`config.mk`:
```
export PLATFORM = sky130hd
export DESIGN_NAME = i2c_reg_seq
export DESIGN_NICKNAME = d
export VERILOG_FILES = /design/src/rtl/i2c_reg_seq.sv
export SDC_FILE = /design/constraint.sdc
export NUM_CORES = 1
export LEC_CHECK = 0
export BUFFER_PORTS_ARGS = -buffer_cell sky130_fd_sc_hd__clkbuf_2
export CAP_MARGIN = 20
export CORE_UTILIZATION = 30
export CTS_BUF_LIST = sky130_fd_sc_hd__clkbuf_8
export DETAILED_ROUTE_END_ITERATION = 8
export PLACE_DENSITY_LB_ADDON = 0.25
export REMOVE_ABC_BUFFERS = 1
export SLEW_MARGIN = 20
export SYNTH_ARGS = -nofsm -noshare
export SYNTH_HDL_FRONTEND = slang
export SYNTH_SLANG_ARGS = --single-unit
```
`constraint.sdc`:
```
create_clock -name clk -period 2.1 [get_ports clk]
set_input_delay 0.315 -clock clk [delete_from_list [all_inputs] [get_ports clk]]
set_output_delay 0.315 -clock clk [all_outputs]
set_load 0.01 [all_outputs]
```
`src/rtl/i2c_reg_seq.sv`:
```
// Register-access sequencer driving a byte-level I2C master: turns one read/write request into the byte stream.
// Optional per-byte WAIT_XFER timeout is enabled with `define I2C_SEQ_TIMEOUT_EN.
module i2c_reg_seq #(
    parameter int TIMEOUT_CYCLES = 4096
) (
    input  logic       clk,
    input  logic       rst,
    input  logic       req_valid,
    output logic       req_ready,
    input  logic       req_rnw,
    input  logic [6:0] req_addr,
    input  logic [7:0] req_reg,
    input  logic [7:0] req_wdata,
    output logic       rsp_valid,
    output logic [7:0] rsp_rdata,
    output logic [1:0] rsp_err,
    output logic [7:0] m_data,
    output logic       m_wr,
    output logic       m_rd,
    output logic       m_dirsend,
    output logic       m_resendstart,
    input  logic       m_buffempty,
    input  logic       m_chartransferred,
    input  logic       m_ack,
    input  logic [7:0] m_dataout,
    input  logic       m_arblost
);

    typedef enum logic [2:0] {
        IDLE,
        SETUP,
        STROBE,
        WAIT_XFER,
        ACKCHK,
        DONE
    } state_t;

    localparam logic [1:0] ERR_OK      = 2'b00;
    localparam logic [1:0] ERR_NACK    = 2'b01;
    localparam logic [1:0] ERR_ARBLOST = 2'b10;
    localparam logic [1:0] ERR_TIMEOUT = 2'b11;

    if (TIMEOUT_CYCLES < 2) begin : g_bad_timeout
        $error("TIMEOUT_CYCLES must be at least 2");
    end

    state_t     state, state_nxt;
    logic [1:0] idx, idx_nxt;
    logic [1:0] err_nxt;
    logic [7:0] rdata_nxt;
    logic [7:0] data_nxt;
    logic [1:0] last_idx;
    logic       busy;

    logic       rnw_q;
    logic [6:0] addr_q;
    logic [7:0] reg_q;
    logic [7:0] wdata_q;

    // Byte on the wire for a given position of the write or read sequence.
    function automatic logic [7:0] seq_byte(input logic       rnw,
                                            input logic [1:0] i,
                                            input logic [6:0] addr,
                                            input logic [7:0] regi,
                                            input logic [7:0] wdata);
        logic [7:0] b;
        case (i)
            2'd0:    b = {addr, 1'b0};
            2'd1:    b = regi;
            2'd2:    b = rnw ? {addr, 1'b1} : wdata;
            default: b = 8'hFF;
        endcase
        return b;
    endfunction

`ifdef I2C_SEQ_TIMEOUT_EN
    localparam int CNT_W = $clog2(TIMEOUT_CYCLES) + 1;
    // Abort on the cycle whose increment would make the count reach TIMEOUT_CYCLES-1.
    localparam logic [CNT_W-1:0] TO_LAST = CNT_W'(TIMEOUT_CYCLES - 2);
    logic [CNT_W-1:0] cnt;

    always_ff @(posedge clk or posedge rst) begin
        if (rst)                     cnt <= '0;
        else if (state != WAIT_XFER) cnt <= '0;
        else                         cnt <= cnt + CNT_W'(1);
    end
`endif

    always_ff @(posedge clk) begin
        if (state == IDLE && req_valid) begin
            rnw_q   <= req_rnw;
            addr_q  <= req_addr;
            reg_q   <= req_reg;
            wdata_q <= req_wdata;
        end
    end

    always_ff @(posedge clk or posedge rst) begin
        if (rst) begin
            state     <= IDLE;
            idx       <= 2'd0;
            rsp_err   <= ERR_OK;
            rsp_rdata <= 8'h00;
            m_data    <= 8'h00;
        end else begin
            state     <= state_nxt;
            idx       <= idx_nxt;
            rsp_err   <= err_nxt;
            rsp_rdata <= rdata_nxt;
            m_data    <= data_nxt;
        end
    end

    always_comb begin
        state_nxt     = state;
        idx_nxt       = idx;
        err_nxt       = rsp_err;
        rdata_nxt     = rsp_rdata;
        data_nxt      = m_data;
        last_idx      = rnw_q ? 2'd3 : 2'd2;
        busy          = (state != IDLE) && (state != DONE);
        req_ready     = (state == IDLE);
        rsp_valid     = (state == DONE);
        m_wr          = (state == STROBE);
        m_rd          = (state == ACKCHK);
        m_resendstart = (state == STROBE) && rnw_q && (idx == 2'd2);
        m_dirsend     = !(busy && rnw_q && (idx == 2'd3));

        case (state)
            IDLE: begin
                if (req_valid) begin
                    state_nxt = SETUP;
                    idx_nxt   = 2'd0;
                    err_nxt   = ERR_OK;
                    data_nxt  = {req_addr, 1'b0};
                end
            end
            SETUP: begin
                if (m_buffempty) state_nxt = STROBE;
            end
            STROBE: begin
                state_nxt = WAIT_XFER;
            end
            WAIT_XFER: begin
                if (m_chartransferred) begin
                    state_nxt = ACKCHK;
`ifdef I2C_SEQ_TIMEOUT_EN
                end else if (cnt == TO_LAST) begin
                    state_nxt = DONE;
                    err_nxt   = ERR_TIMEOUT;
`endif
                end
            end
            ACKCHK: begin
                if (rnw_q && idx == 2'd3) begin
                    // Final read byte: master NACKs it, so m_ack carries no meaning here.
                    state_nxt = DONE;
                    rdata_nxt = m_dataout;
                end else if (m_ack) begin
                    state_nxt = DONE;
                    err_nxt   = ERR_NACK;
                end else if (idx == last_idx) begin
                    state_nxt = DONE;
                end else begin
                    state_nxt = SETUP;
                    idx_nxt   = idx + 2'd1;
                    data_nxt  = seq_byte(rnw_q, idx + 2'd1, addr_q, reg_q, wdata_q);
                end
            end
            DONE: begin
                state_nxt = IDLE;
            end
            default: begin
                state_nxt = IDLE;
            end
        endcase

        // Arbitration loss overrides every other outcome, including a coincident NACK.
        if (busy && m_arblost) begin
            state_nxt = DONE;
            err_nxt   = ERR_ARBLOST;
            idx_nxt   = idx;
            rdata_nxt = rsp_rdata;
            data_nxt  = m_data;
        end
    end

endmodule

```
## Word level (Yosys, flattened, before mapping)

Index checks and enable logic that the tools add are counted.

| word-level totals | value |
|---|---|
| register bits after elaboration | 47 |
| input port bits | 39 |
| output and inout port bits | 24 |
| word-level logic and storage cells | 74 |

| operators by class | value |
|---|---|
| add/sub/neg operators | 1 |
| eq/ne operators | 20 |
| muxes and demuxes | 25 |
| bitwise operators | 1 |
| reductions and logical operators | 18 |

Operators with widths:

| operator | number |
|---|---|
| 2-to-1 mux 8 bit | 5 |
| one-hot mux 8 bit (3 select lines) | 1 |
| 2-to-1 mux 3 bit | 7 |
| one-hot mux 8 bit (2 select lines) | 1 |
| one-hot mux 3 bit (5 select lines) | 1 |
| 2-to-1 mux 2 bit | 7 |
| inequality test 3 bit, second input constant | 3 |
| logical AND 1 bit | 8 |
| inequality test 2 bit, second input constant | 4 |
| one-hot mux 2 bit (2 select lines) | 2 |
| == test 2 bit, second input constant | 3 |
| == test 3 x 2 -> 1 bit, second input constant | 2 |
| == test 3 bit, second input constant | 2 |
| inequality test 3 x 2 -> 1 bit, second input constant | 2 |
| AND reduction 3 bit | 2 |
| AND reduction 6 bit | 1 |
| nonzero test 3 bit | 2 |
| AND reduction 4 bit | 1 |
| == test 3 x 1 -> 1 bit, second input constant | 1 |
| logical NOT 3 bit | 1 |
| inequality test 3 x 1 -> 1 bit, second input constant | 1 |
| adder 2 x 1 -> 2 bit, second input constant | 1 |
| == test 2 x 1 -> 1 bit, second input constant | 1 |
| == test 2 bit | 1 |
| other kinds (5) | 5 |

## Longest topological paths before layout

| logic depth | value |
|---|---|
| word-level depth | 7 |
| mapped depth | 6 |
| depth with buffers taken out | 5 |

## Worst setup path before layout

OpenSTA, ideal clock, no wires.

| timing path | value |
|---|---|
| path type | reg-to-reg |
| start | register state[0] |
| end | register m_data[0] |
| setup time | 125 ps |
| data arrival time | 1746 ps |
| required time | 1975 ps |
| setup slack | 229 ps |
| stages on the path, launching flop included | 6 |
| path buffers | 1 |
| period minus slack after synthesis | 1871 ps |
| cell sequence | dfrtp_1 -> buf_4 -> nor3_1 -> and2_4 -> a41oi_4 -> mux2_2 |

| on the way | value |
|---|---|
| elaborated cells between the ends (all ways) | 14 |
| classes of those cells | 6 x eq/ne; 1 x mux; 1 x bitwise; 6 x reduce/logical |

RTL lines:

| element | line | RTL |
|---|---|---|
| start, declared | 47 | `state_t state, state_nxt;` |
| start signal, assigned | 106 | `state <= state_nxt;` |
| logical NOT 3 bit (*) | -- |  |
| named net req_ready | 9 | `output logic req_ready,` |
| inequality test 2 bit (no line) / nonzero test 2 bit (equally long branches) | -- |  |
| AND reduction 6 bit (no line) | -- |  |
| end signal, assigned | 110 | `m_data <= data_nxt;` |
| end, declared | 17 | `output logic [7:0] m_data,` |

The timed path passes the listed nets; every way through them passes the cells marked *.
A chain may end at the register's enable or synchronous reset.

## Final worst setup path

| timing path | value |
|---|---|
| start | register rnw_q |
| end | register m_data[2] |

| on the way | value |
|---|---|
| word-level cells in the longest chain between the ends | 6 |
| elaborated cells between the ends (all ways) | 12 |
| classes of those cells | 3 x eq/ne; 7 x mux; 2 x reduce/logical |

RTL lines:

| element | line | RTL |
|---|---|---|
| start, declared | 55 | `logic rnw_q;` |
| start signal, assigned | 91 | `rnw_q <= req_rnw;` |
| 2-to-1 mux 8 bit | 70 | `2'd2: b = rnw ? {addr, 1'b1} : wdata;` |
| one-hot mux 8 bit (3 select lines) | 67 | `case (i)` |
| 2-to-1 mux 8 bit | 162 | `end else if (idx == last_idx) begin` |
| 2-to-1 mux 8 bit | 159 | `end else if (m_ack) begin` |
| 2-to-1 mux 8 bit | 155 | `if (rnw_q && idx == 2'd3) begin` |
| one-hot mux 8 bit (2 select lines) | 129 | `case (state)` |

Several ways; a longest one is shown, not always the timed one. The select of a mux whose other input is x is not followed.

==> summary.txt <==
Status
  • Status: finished clean

Timing
  • Relative slew slack: 0.615
  • Slew Viols, Final: 0
  • Shortest period the worst path allows: 1.95 ns
  • RSZ-0062 raised after global routing: false
  • Final Cycle Share: 0.927
  • Post-route setup TNS: 0 ns
  • Final setup fails: 0
  • Final Skew: 0.0115 ns
  • Worst slew pin tran: 0.577 ns
  • Final hold vios: 0
  • Max Fclk: 514 MHz

Layout
  • Final instance area: 2680 um^2
  • Ant diodes: 0
  • # fillers: 707
  • Nets: approximately 270
  • Multi-input gate area in the final layout: a little under 800 um^2
  • Layout Cells excl Fill: 323
  • Register area: 1300 um^2
  • Layout area overhead: 24.8%
  • Share of layout cells above drive strength 1: 0.467

Setup path
  • CP Cell Sequence: xnor2_1, nand2_1, a41oi_4, mux2_2
  • Crit-path max cell delay: 0.72 ns
  • CP Data Arrival Time: 2.14 ns
  • Critical path launch point type: flop
  • Critical path class: reg2reg
  • Crit-path max FO: 14
  • Worst R2R Setup Slack: 0.15 ns
  • Worst R2R Path Depth: 4
  • Slowest-stage cell, CP: edfxtp_1
  • WP data required: 2.29 ns
  • Crit end category: flop

Drt
  • Routed length per instance: 14.6 um
  • Via Count: 1,491
  • Starting DRC count in detailed routing: 114
  • Remaining antenna violation count: 0
  • 1st-pass router iterations: 7
  • Final wirelength: between 4 and 5 mm
  • Remaining DRCs: 0
  • Vias per cell: ~4.6

Clocking
  • CTS root buf: clkbuf_8
  • CTS H-tree lvls: 2
  • Hold_buf cts: 0
  • Clock buffer depth: 2
  • CTS tree: done
  • # clock sinks: 47
  • Setup bufs post-CTS: 0
  • Post-CTS sizing: 0
  • Reg clk slew, reported paths: 0.09 ns
  • Worst-Skew Late Latency: 0.30 ns
  • Total CTS buffers: 5

Logic synthesis
  • Asr flop ratio synth: 0.489
  • Yosys reg bits: 47
  • Top-area cell type share of the netlist area: 0.336
  • Synthesis Warnings: 0
  • Ys flop type: edfxtp_1
  • Unique masters post-synth: 42
  • Seq/Total Area, Yosys: 0.605
  • Syn_area_per_cell: between 10 and 15 um^2
  • Synth cell count leaders: 24 x edfxtp_1, 23 x dfrtp_1, 23 x mux2_2
  • Most frequent cell after synthesis: edfxtp_1
  • Ranking of synthesized cells by area: edfxtp_1 34%, dfrtp_1 27%, mux2_2 12%
  • Dominant cell type by area after synthesis: edfxtp_1
  • Syn Inst Count: 159
  • Synthesized cell area: 2140 um^2
  • Number of flops mapped to enable cells by yosys: 24

Placed design
  • Detail Placement HPWL: 3.44 mm
  • RePlAce Congestion: 0.762
  • Placed cell count: approximately 320
  • DP Area: 2590 um^2
  • IO Port Bufs: a little over 60

Global route
  • Initial antenna violation count: 0
  • All-Layer GR Usage: 0.132
  • Total gr overflow: 0
  • Grt met2 use: 0.202
  • First-pass GRT wire length: 7.48 mm
  • GR Util met3: 0.0333
  • Vias in the first global route: 1,437
  • GR peak layer: met2
  • GR met1 Demand/Resource: 0.188
  • Largest net degree at the start of global routing: 25

Worst hold path
  • Min-delay worst type: in2async

Die
  • Die area: 7490 um^2
  • Top Ports: between 60 and 70
  • Core Box Area: between 6000 and 7000 um^2
  • Die W: 86.5 um
  • Initial Util: 0.314
  • Die Ht: 86.5 um
  • Row count: 30

Power and ir drop
  • Power per Cell Area: 1180 nW/um^2
  • Leak: 0.00117 uW
  • VDD IR max: 432 uV

Flow run
  • Max-Cap Viols: 0
-- worst paths after layout --
path / to / startpoint
min reg2reg: rsp_rdata[1] / rsp_rdata[1]
max in group asynchronous: state[2] / rst
min in group clk: wdata_q[5] / req_wdata[5]
min: m_data[7] / rst
max reg2reg: m_data[2] / rnw_q
max: m_data[2] / rnw_q
-- placed cells by master, fill, tap and decap left out, types with 2 or more instances in the layout --
master	synthesis	routed
clkbuf_2	1	62
edfxtp_1	24	24
mux2_2	23	23
dfrtp_1	23	23
nor2_1	10	10
a21oi_1	10	10
nand2_1	9	9
inv_1	6	7
a222oi_1	7	7
buf_4	1	6
clkbuf_8	0	5
o21ai_0	4	4
ha_1	4	4
nor3_1	2	2
nor2b_1	2	2
a22oi_1	2	2
mux2i_1	2	2
-- kinds of logic after synthesis --
| kind of cell | Yosys count | synth area share |
|---|---|---|
| AND/OR/NAND/NOR | 35 | 0.0917 |
| adder cells (fa/ha/maj) | 4 | 0.0234 |
| buffers and inverters | 16 | 0.0350 |
| XOR/XNOR | 1 | 0.00409 |
| AO/OA/AOI/OAI | 31 | 0.111 |
| multiplexers | 25 | 0.130 |
| flip-flops | 47 | 0.605 |
-- per-stage QoR --
| step | util | setup slack (ns) | power (uW) | hold slack (ns) |
|---|---|---|---|---|
| global placement | 0.379 | 0.211 | 2630 | 0.358 |
| floorplan | - | 0.261 | 2140 | 0.317 |
| detailed placement | 0.379 | 0.156 | 2660 | 0.358 |
| CTS | 0.392 | 0.146 | 3190 | 0.0309 |
| global route | 0.392 | 0.00567 | 3360 | 0.0430 |
| finish | 0.392 | 0.154 | 3150 | 0.0287 |
-- power breakdown --
| part | internal [uW] | switching (uW) |
|---|---|---|
| Combinational | 562 | 671 |
| Sequential | 1240 | 151 |
| Clock | 228 | 295 |
| Total | 2030 | 1120 |
-- per-layer routing --
layer  vias to the layer above  part of all wire  routed length [um]
met1                       720              0.48                2260
met4                         0             0.013                  59
met3                         7             0.053                 248
li1                        718                 -                   -
met5                         -                 0                   0
met2                        46              0.46                2150
-- layout make-up --
cell class | count | area share
sequential | 47 | 0.485
multi-input combinational | 96 | 0.289
timing repair buffer | 69 | 0.140
tap | 96 | 0.0449
clock buffer | 5 | 0.0257
inverter | 7 | 0.00982
clock inverter | 3 | 0.00608
-- state kept, by name, summed over array words and instances (netlist names) --
signal     count
addr_q         7
idx            2
m_data         8
reg_q          8
rnw_q          1
rsp_err        2
rsp_rdata      8
state          3
wdata_q        8
-- critical path, delay by kind of cell (launching register included) --
family                    cells  cell delay [ns]
AOI/OAI and AO/OA             1             0.41
xor gates and xnor gates      1             0.18
DFF                           1             0.72
muxes                         1             0.39
and+or+nand+nor               1             0.13
Power figures use the tool's default switching activity.
